===== src/rtl/rotate_pattern_capture.sv =====
// ============================================================================
//  Module      : rotate_pattern_capture
//  Description : Reassembles WIDTH-bit words from one serial line. The line
//                is sampled once per prescaler tick. Lock is flagged when two
//                consecutive completed words are equal.
//  Revision    : 1.0 - initial release
// ============================================================================
`default_nettype none
`timescale 1ns/1ps

module rotate_pattern_capture #(
  parameter int DIV   = 50000000,
  parameter int WIDTH = 8
) (
  input  logic                     clk,
  input  logic                     rst,
  input  logic                     arm,
  input  logic                     sin,
  output logic                     tick_out,
  output logic [$clog2(WIDTH)-1:0] bit_cnt,
  output logic [WIDTH-1:0]         word,
  output logic                     word_valid,
  output logic                     locked
);

  localparam int PW = $clog2(DIV);
  localparam int BW = $clog2(WIDTH);
  localparam logic [PW-1:0] c_presc_last = PW'(DIV - 1);
  localparam logic [BW-1:0] c_bit_last   = BW'(WIDTH - 1);

  typedef enum logic [0:0] {
    IDLE  = 1'b0,
    SHIFT = 1'b1
  } state_t;

  state_t           r_state;
  state_t           w_state_next;
  logic [PW-1:0]    r_presc;
  logic [PW-1:0]    w_presc_next;
  logic             r_sync1;
  logic             r_sin_s;
  logic             r_tick_out;
  logic [WIDTH-1:0] r_sreg;
  logic [WIDTH-1:0] w_shifted;
  logic [BW-1:0]    r_bit_cnt;
  logic [WIDTH-1:0] r_word;
  logic             r_word_valid;
  logic             r_prev_valid;
  logic             r_locked;
  logic             w_tick;

  // Two-flop synchroniser for the asynchronous serial input
  always_ff @(posedge clk or posedge rst) begin
    if (rst) begin
      r_sync1 <= 1'b0;
      r_sin_s <= 1'b0;
    end else begin
      r_sync1 <= sin;
      r_sin_s <= r_sync1;
    end
  end

  // FSM state register
  always_ff @(posedge clk or posedge rst) begin
    if (rst) begin
      r_state <= IDLE;
    end else begin
      r_state <= w_state_next;
    end
  end

  // Next state and next prescaler value; arm always restarts the count
  always_comb begin
    w_state_next = r_state;
    w_presc_next = '0;
    case (r_state)
      IDLE: begin
        if (arm) begin
          w_state_next = SHIFT;
        end
      end
      SHIFT: begin
        if (!arm && (r_presc != c_presc_last)) begin
          w_presc_next = r_presc + PW'(1);
        end
      end
      default: w_state_next = IDLE;
    endcase
  end

  assign w_tick    = (r_state == SHIFT) && (r_presc == c_presc_last);
  assign w_shifted = {r_sreg[WIDTH-2:0], r_sin_s};

  // Prescaler; tick_out is a flop loaded from the next-cycle tick condition so
  // that it is high in exactly the cycle where the tick is acted upon
  always_ff @(posedge clk or posedge rst) begin
    if (rst) begin
      r_presc    <= '0;
      r_tick_out <= 1'b0;
    end else begin
      r_presc    <= w_presc_next;
      r_tick_out <= (w_state_next == SHIFT) && (w_presc_next == c_presc_last);
    end
  end

  // Word assembly, completion strobe and lock tracking; arm beats a tick
  always_ff @(posedge clk or posedge rst) begin
    if (rst) begin
      r_sreg       <= '0;
      r_bit_cnt    <= '0;
      r_word       <= '0;
      r_word_valid <= 1'b0;
      r_prev_valid <= 1'b0;
      r_locked     <= 1'b0;
    end else begin
      r_word_valid <= 1'b0;
      if (arm) begin
        r_sreg       <= '0;
        r_bit_cnt    <= '0;
        r_prev_valid <= 1'b0;
        r_locked     <= 1'b0;
      end else if (w_tick) begin
        r_sreg <= w_shifted;
        if (r_bit_cnt == c_bit_last) begin
          r_bit_cnt    <= '0;
          r_word       <= w_shifted;
          r_word_valid <= 1'b1;
          r_locked     <= r_prev_valid && (w_shifted == r_word);
          r_prev_valid <= 1'b1;
        end else begin
          r_bit_cnt <= r_bit_cnt + BW'(1);
        end
      end
    end
  end

  assign tick_out   = r_tick_out;
  assign bit_cnt    = r_bit_cnt;
  assign word       = r_word;
  assign word_valid = r_word_valid;
  assign locked     = r_locked;

endmodule

`default_nettype wire


===== config.mk =====
export PLATFORM = sky130hd
export DESIGN_NAME = rotate_pattern_capture
export DESIGN_NICKNAME = d
export VERILOG_FILES = /design/src/rtl/rotate_pattern_capture.sv
export SDC_FILE = /design/constraint.sdc
export NUM_CORES = 1
export LEC_CHECK = 0
export CORE_ASPECT_RATIO = 1.2
export CORE_MARGIN = 4
export CORE_UTILIZATION = 35
export CTS_CLUSTER_SIZE = 25
export DETAILED_ROUTE_END_ITERATION = 7
export GPL_TIMING_DRIVEN = 1
export HOLD_SLACK_MARGIN = 0.08
export PLACE_DENSITY_LB_ADDON = 0.25
export REMOVE_ABC_BUFFERS = 1
export SYNTH_ARGS = -nofsm -noshare
export SYNTH_HDL_FRONTEND = slang
export SYNTH_SLANG_ARGS = --single-unit

===== constraint.sdc =====
create_clock -name clk -period 3.25 [get_ports clk]
set_input_delay 0.4875 -clock clk [delete_from_list [all_inputs] [get_ports clk]]
set_output_delay 0.4875 -clock clk [all_outputs]
set_load 0.05 [all_outputs]

==> run_summary.xml <==
<?xml version="1.0" encoding="UTF-8"?>
<metrics>
  <group name="status">
    <metric name="status" unit="">finished, final reports clean</metric>
  </group>
  <group name="grt">
    <metric name="initial_antenna_violation_count" unit="">0</metric>
    <metric name="grt_pass1_wl" unit="mm">9.56</metric>
    <metric name="largest_net_degree_at_the_start_of_global_routing" unit="">30</metric>
    <metric name="global_route.usage.total" unit="">0.135</metric>
    <metric name="number_of_global_route_vias_before_repair" unit="">1936</metric>
    <metric name="global_route_congestion_overflow_total" unit="">0</metric>
  </group>
  <group name="timing">
    <metric name="post-route-period-util" unit="">0.840</metric>
    <metric name="fin_crit" unit="ns">2.73</metric>
    <metric name="finalMaxSlewViolations" unit="">0</metric>
    <metric name="worst_clock_skew" unit="ns">0.0146</metric>
    <metric name="timing.final.setup_violations" unit="">0</metric>
    <metric name="slew-limit-headroom" unit="">0.483</metric>
    <metric name="final_hold_viol_count" unit="">0</metric>
    <metric name="final_critical_path_setup_slack" unit="ns">0.518</metric>
    <metric name="max_freq" unit="GHz">0.366</metric>
    <metric name="fin_setup_tns" unit="ns">0</metric>
    <metric name="max_slew.worst_pin.slew" unit="ns">0.775</metric>
    <metric name="rsz_0062_raised_after_global_routing" unit="">false</metric>
  </group>
  <group name="die">
    <metric name="start_util" unit="">0.361</metric>
    <metric name="top_level_ports" unit="">18</metric>
    <metric name="fp.dieW" unit="µm">87.4</metric>
    <metric name="core_area" unit="µm²">7320</metric>
    <metric name="die_height" unit="µm">103</metric>
    <metric name="die_area" unit="µm²">9020</metric>
    <metric name="placementRows" unit="">34</metric>
  </group>
  <group name="setup_path">
    <metric name="regToRegSetupSlack" unit="ns">0.52</metric>
    <metric name="cp-end-kind" unit="">flop</metric>
    <metric name="timing.critical_path.arrival" unit="ns">2.93</metric>
    <metric name="cp.required" unit="ns">3.45</metric>
    <metric name="critical_path.max_fanout" unit="">11</metric>
    <metric name="worstReg2RegEnd" unit="">word[1]</metric>
    <metric name="worst_path_cell_chain" unit="">ha_1 &gt; and4_2 &gt; nand2_1 &gt; nor4_2 &gt; and2_1 &gt; buf_4 &gt; nand2_1 &gt; mux2_2</metric>
    <metric name="cp-endpoint" unit="">word[1]</metric>
    <metric name="worstSetupPathType" unit="">flop to flop</metric>
    <metric name="setup.worst_path.start" unit="">r_presc[0]</metric>
    <metric name="crit_path_max_incr_delay" unit="ns">0.48</metric>
    <metric name="critical_path.slowest_cell" unit="">dfrtp_1</metric>
    <metric name="worst-r2r-cell-count" unit="">8</metric>
    <metric name="critical_path.reg2reg.startpoint" unit="">r_presc[0]</metric>
    <metric name="cp_common_cell" unit="">nand2_1</metric>
    <metric name="start_kind" unit="">flop</metric>
  </group>
  <group name="logic_synthesis">
    <metric name="ys_ff_latch" unit="">51</metric>
    <metric name="asyncSetResetFlopFracSynth" unit="">1.00</metric>
    <metric name="postSynthAreaPerCell" unit="µm²">10.7</metric>
    <metric name="synth.yosys.seq_area_share" unit="">0.482</metric>
    <metric name="syn-cell-area" unit="µm²">2650</metric>
    <metric name="yosys_warnings" unit="">0</metric>
    <metric name="synth_enable_flop_cells" unit="">0</metric>
    <metric name="post_synth_num_cell_types" unit="">49</metric>
    <metric name="yosys_most_used_dff" unit="">dfrtp_1</metric>
    <metric name="post_synth_inst_count" unit="">247</metric>
  </group>
  <group name="clock_network">
    <metric name="post_cts.repair.setup_buffers" unit="">0</metric>
    <metric name="tritoncts" unit="">done</metric>
    <metric name="clk_path_buf_depth" unit="">2</metric>
    <metric name="tritoncts_buffer_count" unit="">5</metric>
    <metric name="resize_count_post_cts" unit="">0</metric>
    <metric name="cts_hold_buf" unit="">0</metric>
    <metric name="source_to_sink_clock_delay_at_the_later_pin_of_the_worst_skew_pair" unit="ns">0.31</metric>
    <metric name="cts-root-buf" unit="">clkbuf_8</metric>
    <metric name="h-tree-depth" unit="">2</metric>
    <metric name="tritoncts_num_sinks" unit="">51</metric>
    <metric name="clock_edge_transition_at_the_registers_on_the_reported_setup_and_hold_paths" unit="ns">0.11</metric>
  </group>
  <group name="placement">
    <metric name="placement.io_buffers" unit="">17</metric>
    <metric name="detailed_place_hpwl" unit="mm">4.07</metric>
    <metric name="placement.setup.worst_slack" unit="ns">0.562</metric>
    <metric name="gpl_wtd_cong" unit="">0.802</metric>
  </group>
  <group name="power_and_ir_drop">
    <metric name="part_of_the_power_in_the_clock_network" unit="">0.366</metric>
    <metric name="total_switching_power" unit="µW">270</metric>
    <metric name="internal_power" unit="µW">811</metric>
    <metric name="share_comb_of_total_power" unit="">0.037</metric>
    <metric name="power.sequential.fraction" unit="">0.597</metric>
    <metric name="peakVddDrop" unit="mV">0.226</metric>
    <metric name="static-leakage-power" unit="nW">1.29</metric>
    <metric name="power.switching_fraction" unit="">0.249</metric>
    <metric name="power.density_cell_area" unit="nW/µm²">357</metric>
  </group>
  <group name="detailed_routing">
    <metric name="dr.pass1.iters" unit="">4</metric>
    <metric name="drc" unit="">0</metric>
    <metric name="avgViaCountPerCell" unit="">5.26</metric>
    <metric name="drt_iter0_markers" unit="">89</metric>
    <metric name="dr_total_vias" unit="">1890</metric>
    <metric name="ant_nets" unit="">0</metric>
    <metric name="totalWireLength" unit="mm">5.57</metric>
    <metric name="wire_per_inst" unit="µm">15.5</metric>
  </group>
  <group name="finish">
    <metric name="antenna-diode-count" unit="">0</metric>
    <metric name="flow.area_growth_from_synthesis" unit="%">14.4</metric>
    <metric name="layout.area.seq" unit="µm²">1280</metric>
    <metric name="n_fill_cell" unit="">738</metric>
    <metric name="drive_gt1_frac" unit="">0.156</metric>
    <metric name="mostFrequentLayoutCells" unit="">51 x dfrtp_1, 32 x nor2_1, 17 x xor2_1, 17 x clkdlybuf4s50_1, 15 x xnor2_1</metric>
    <metric name="finalNetCount" unit="">275</metric>
    <metric name="multi_input_comb_area" unit="µm²">1310</metric>
    <metric name="final_common_cell" unit="">dfrtp_1</metric>
  </group>
  <group name="flow_run">
    <metric name="max-cap-violations" unit="">0</metric>
  </group>
  <group name="hold_path">
    <metric name="worstHoldPathType" unit="">flop to flop</metric>
    <metric name="worstHoldStart" unit="">r_sync1</metric>
  </group>
</metrics>
## cell type report
cell class / count / area share
clock buffers: 5 / 0.0227
clock inverters: 3 / 0.00909
inverters: 7 / 0.00868
multi-input cells: 181 / 0.432
flip-flops and latches: 51 / 0.422
well taps: 90 / 0.0372
repair buffers: 22 / 0.0686
## power groups by stage
stage | clock network [mW] | registers [mW] | logic (mW)
4_1_cts | 0.419 | 0.645 | 0.0419
2_1_floorplan | 0 | 0.656 | 0.0238
5_1_grt | 0.442 | 0.646 | 0.0461
3_3_place_gp | 0 | 0.657 | 0.0417
3_5_place_dp | 0 | 0.657 | 0.0418
6_report | 0.396 | 0.645 | 0.0400
## logic make-up after synthesis
logic type,after synthesis,synth area share
multiplexers,9,0.0383
AND/OR/NAND/NOR,111,0.256
AO/OA/AOI/OAI,26,0.0757
adder cells (fa/ha/maj),3,0.0142
XOR/XNOR,32,0.106
buffers and inverters,15,0.0274
flip-flops,51,0.482
## cells in the mapped netlist, types with 2 or more instances
| master | number | share of area |
|---|---|---|
| dfrtp_1 | 51 | 0.48 |
| nor2_1 | 32 | 0.045 |
| xor2_1 | 17 | 0.056 |
| xnor2_1 | 15 | 0.050 |
| nand2_1 | 14 | 0.020 |
| nand3_1 | 13 | 0.025 |
| a22o_1 | 10 | 0.033 |
| mux2_2 | 9 | 0.038 |
| nand4_1 | 8 | 0.019 |
| inv_1 | 7 | 0.0099 |
| a21oi_1 | 5 | 0.0095 |
| nor3_1 | 5 | 0.0095 |
| nor4_1 | 5 | 0.012 |
| clkbuf_1 | 4 | 0.0057 |
| o21ai_0 | 4 | 0.0076 |
| or4_1 | 4 | 0.011 |
| ha_1 | 3 | 0.014 |
| nor2b_1 | 3 | 0.0071 |
| and2_1 | 2 | 0.0047 |
| and3_1 | 2 | 0.0047 |
| and4_1 | 2 | 0.0066 |
| buf_4 | 2 | 0.0057 |
| nand4_2 | 2 | 0.0095 |
| nand4b_1 | 2 | 0.0066 |
| or2_2 | 2 | 0.0047 |
## stage by stage
stage                     hold WS [ns]  area (µm²)   util  power (mW)  cells
after global routing             0.371        3030  0.414        1.13    359
after detailed placement         0.346        2930  0.400       0.699    351
after global placement           0.334        2930  0.400       0.699    351
after floorplan                  0.331        2600      -       0.680    239
final                            0.362        3030  0.414        1.08    359
after CTS                        0.370        3030  0.414        1.11    359
## worst min path at each step
| stage | end | slack, ns | cells after the start |
|---|---|---|---|
| after floorplan | r_sin_s | 0.33 | 0 |
| after global placement | r_sin_s | 0.33 | 0 |
| after detailed placement | r_sin_s | 0.35 | 0 |
| after CTS | r_sin_s | 0.37 | 0 |
| after global routing | r_sin_s | 0.37 | 0 |
| final | r_sin_s | 0.36 | 0 |
## worst max-delay path, delay by kind of cell (launching register included)
| kind | cells | cell delay (ns) |
|---|---|---|
| and+or+nand+nor | 5 | 1.27 |
| DFF | 1 | 0.48 |
| muxes | 1 | 0.35 |
| adders and majority gates | 1 | 0.33 |
| buffers and inverters | 1 | 0.17 |
## flip-flops by register name, summed over array words and instances, names as in the netlist, 3 cells and up
register	cells
bit_cnt	3
r_presc	26
r_sreg	7
word	8
## layer usage
| layer | up-vias | global-route usage | wire [µm] |
|---|---|---|---|
| li1 | 922 | - | - |
| met4 | 0 | 0.0319 | 35 |
| met2 | 37 | 0.233 | 2750 |
| met1 | 927 | 0.173 | 2610 |
| met5 | - | 0 | 0 |
| met3 | 4 | 0.0285 | 171 |
No activity file was read; power rests on OpenSTA's default activity.
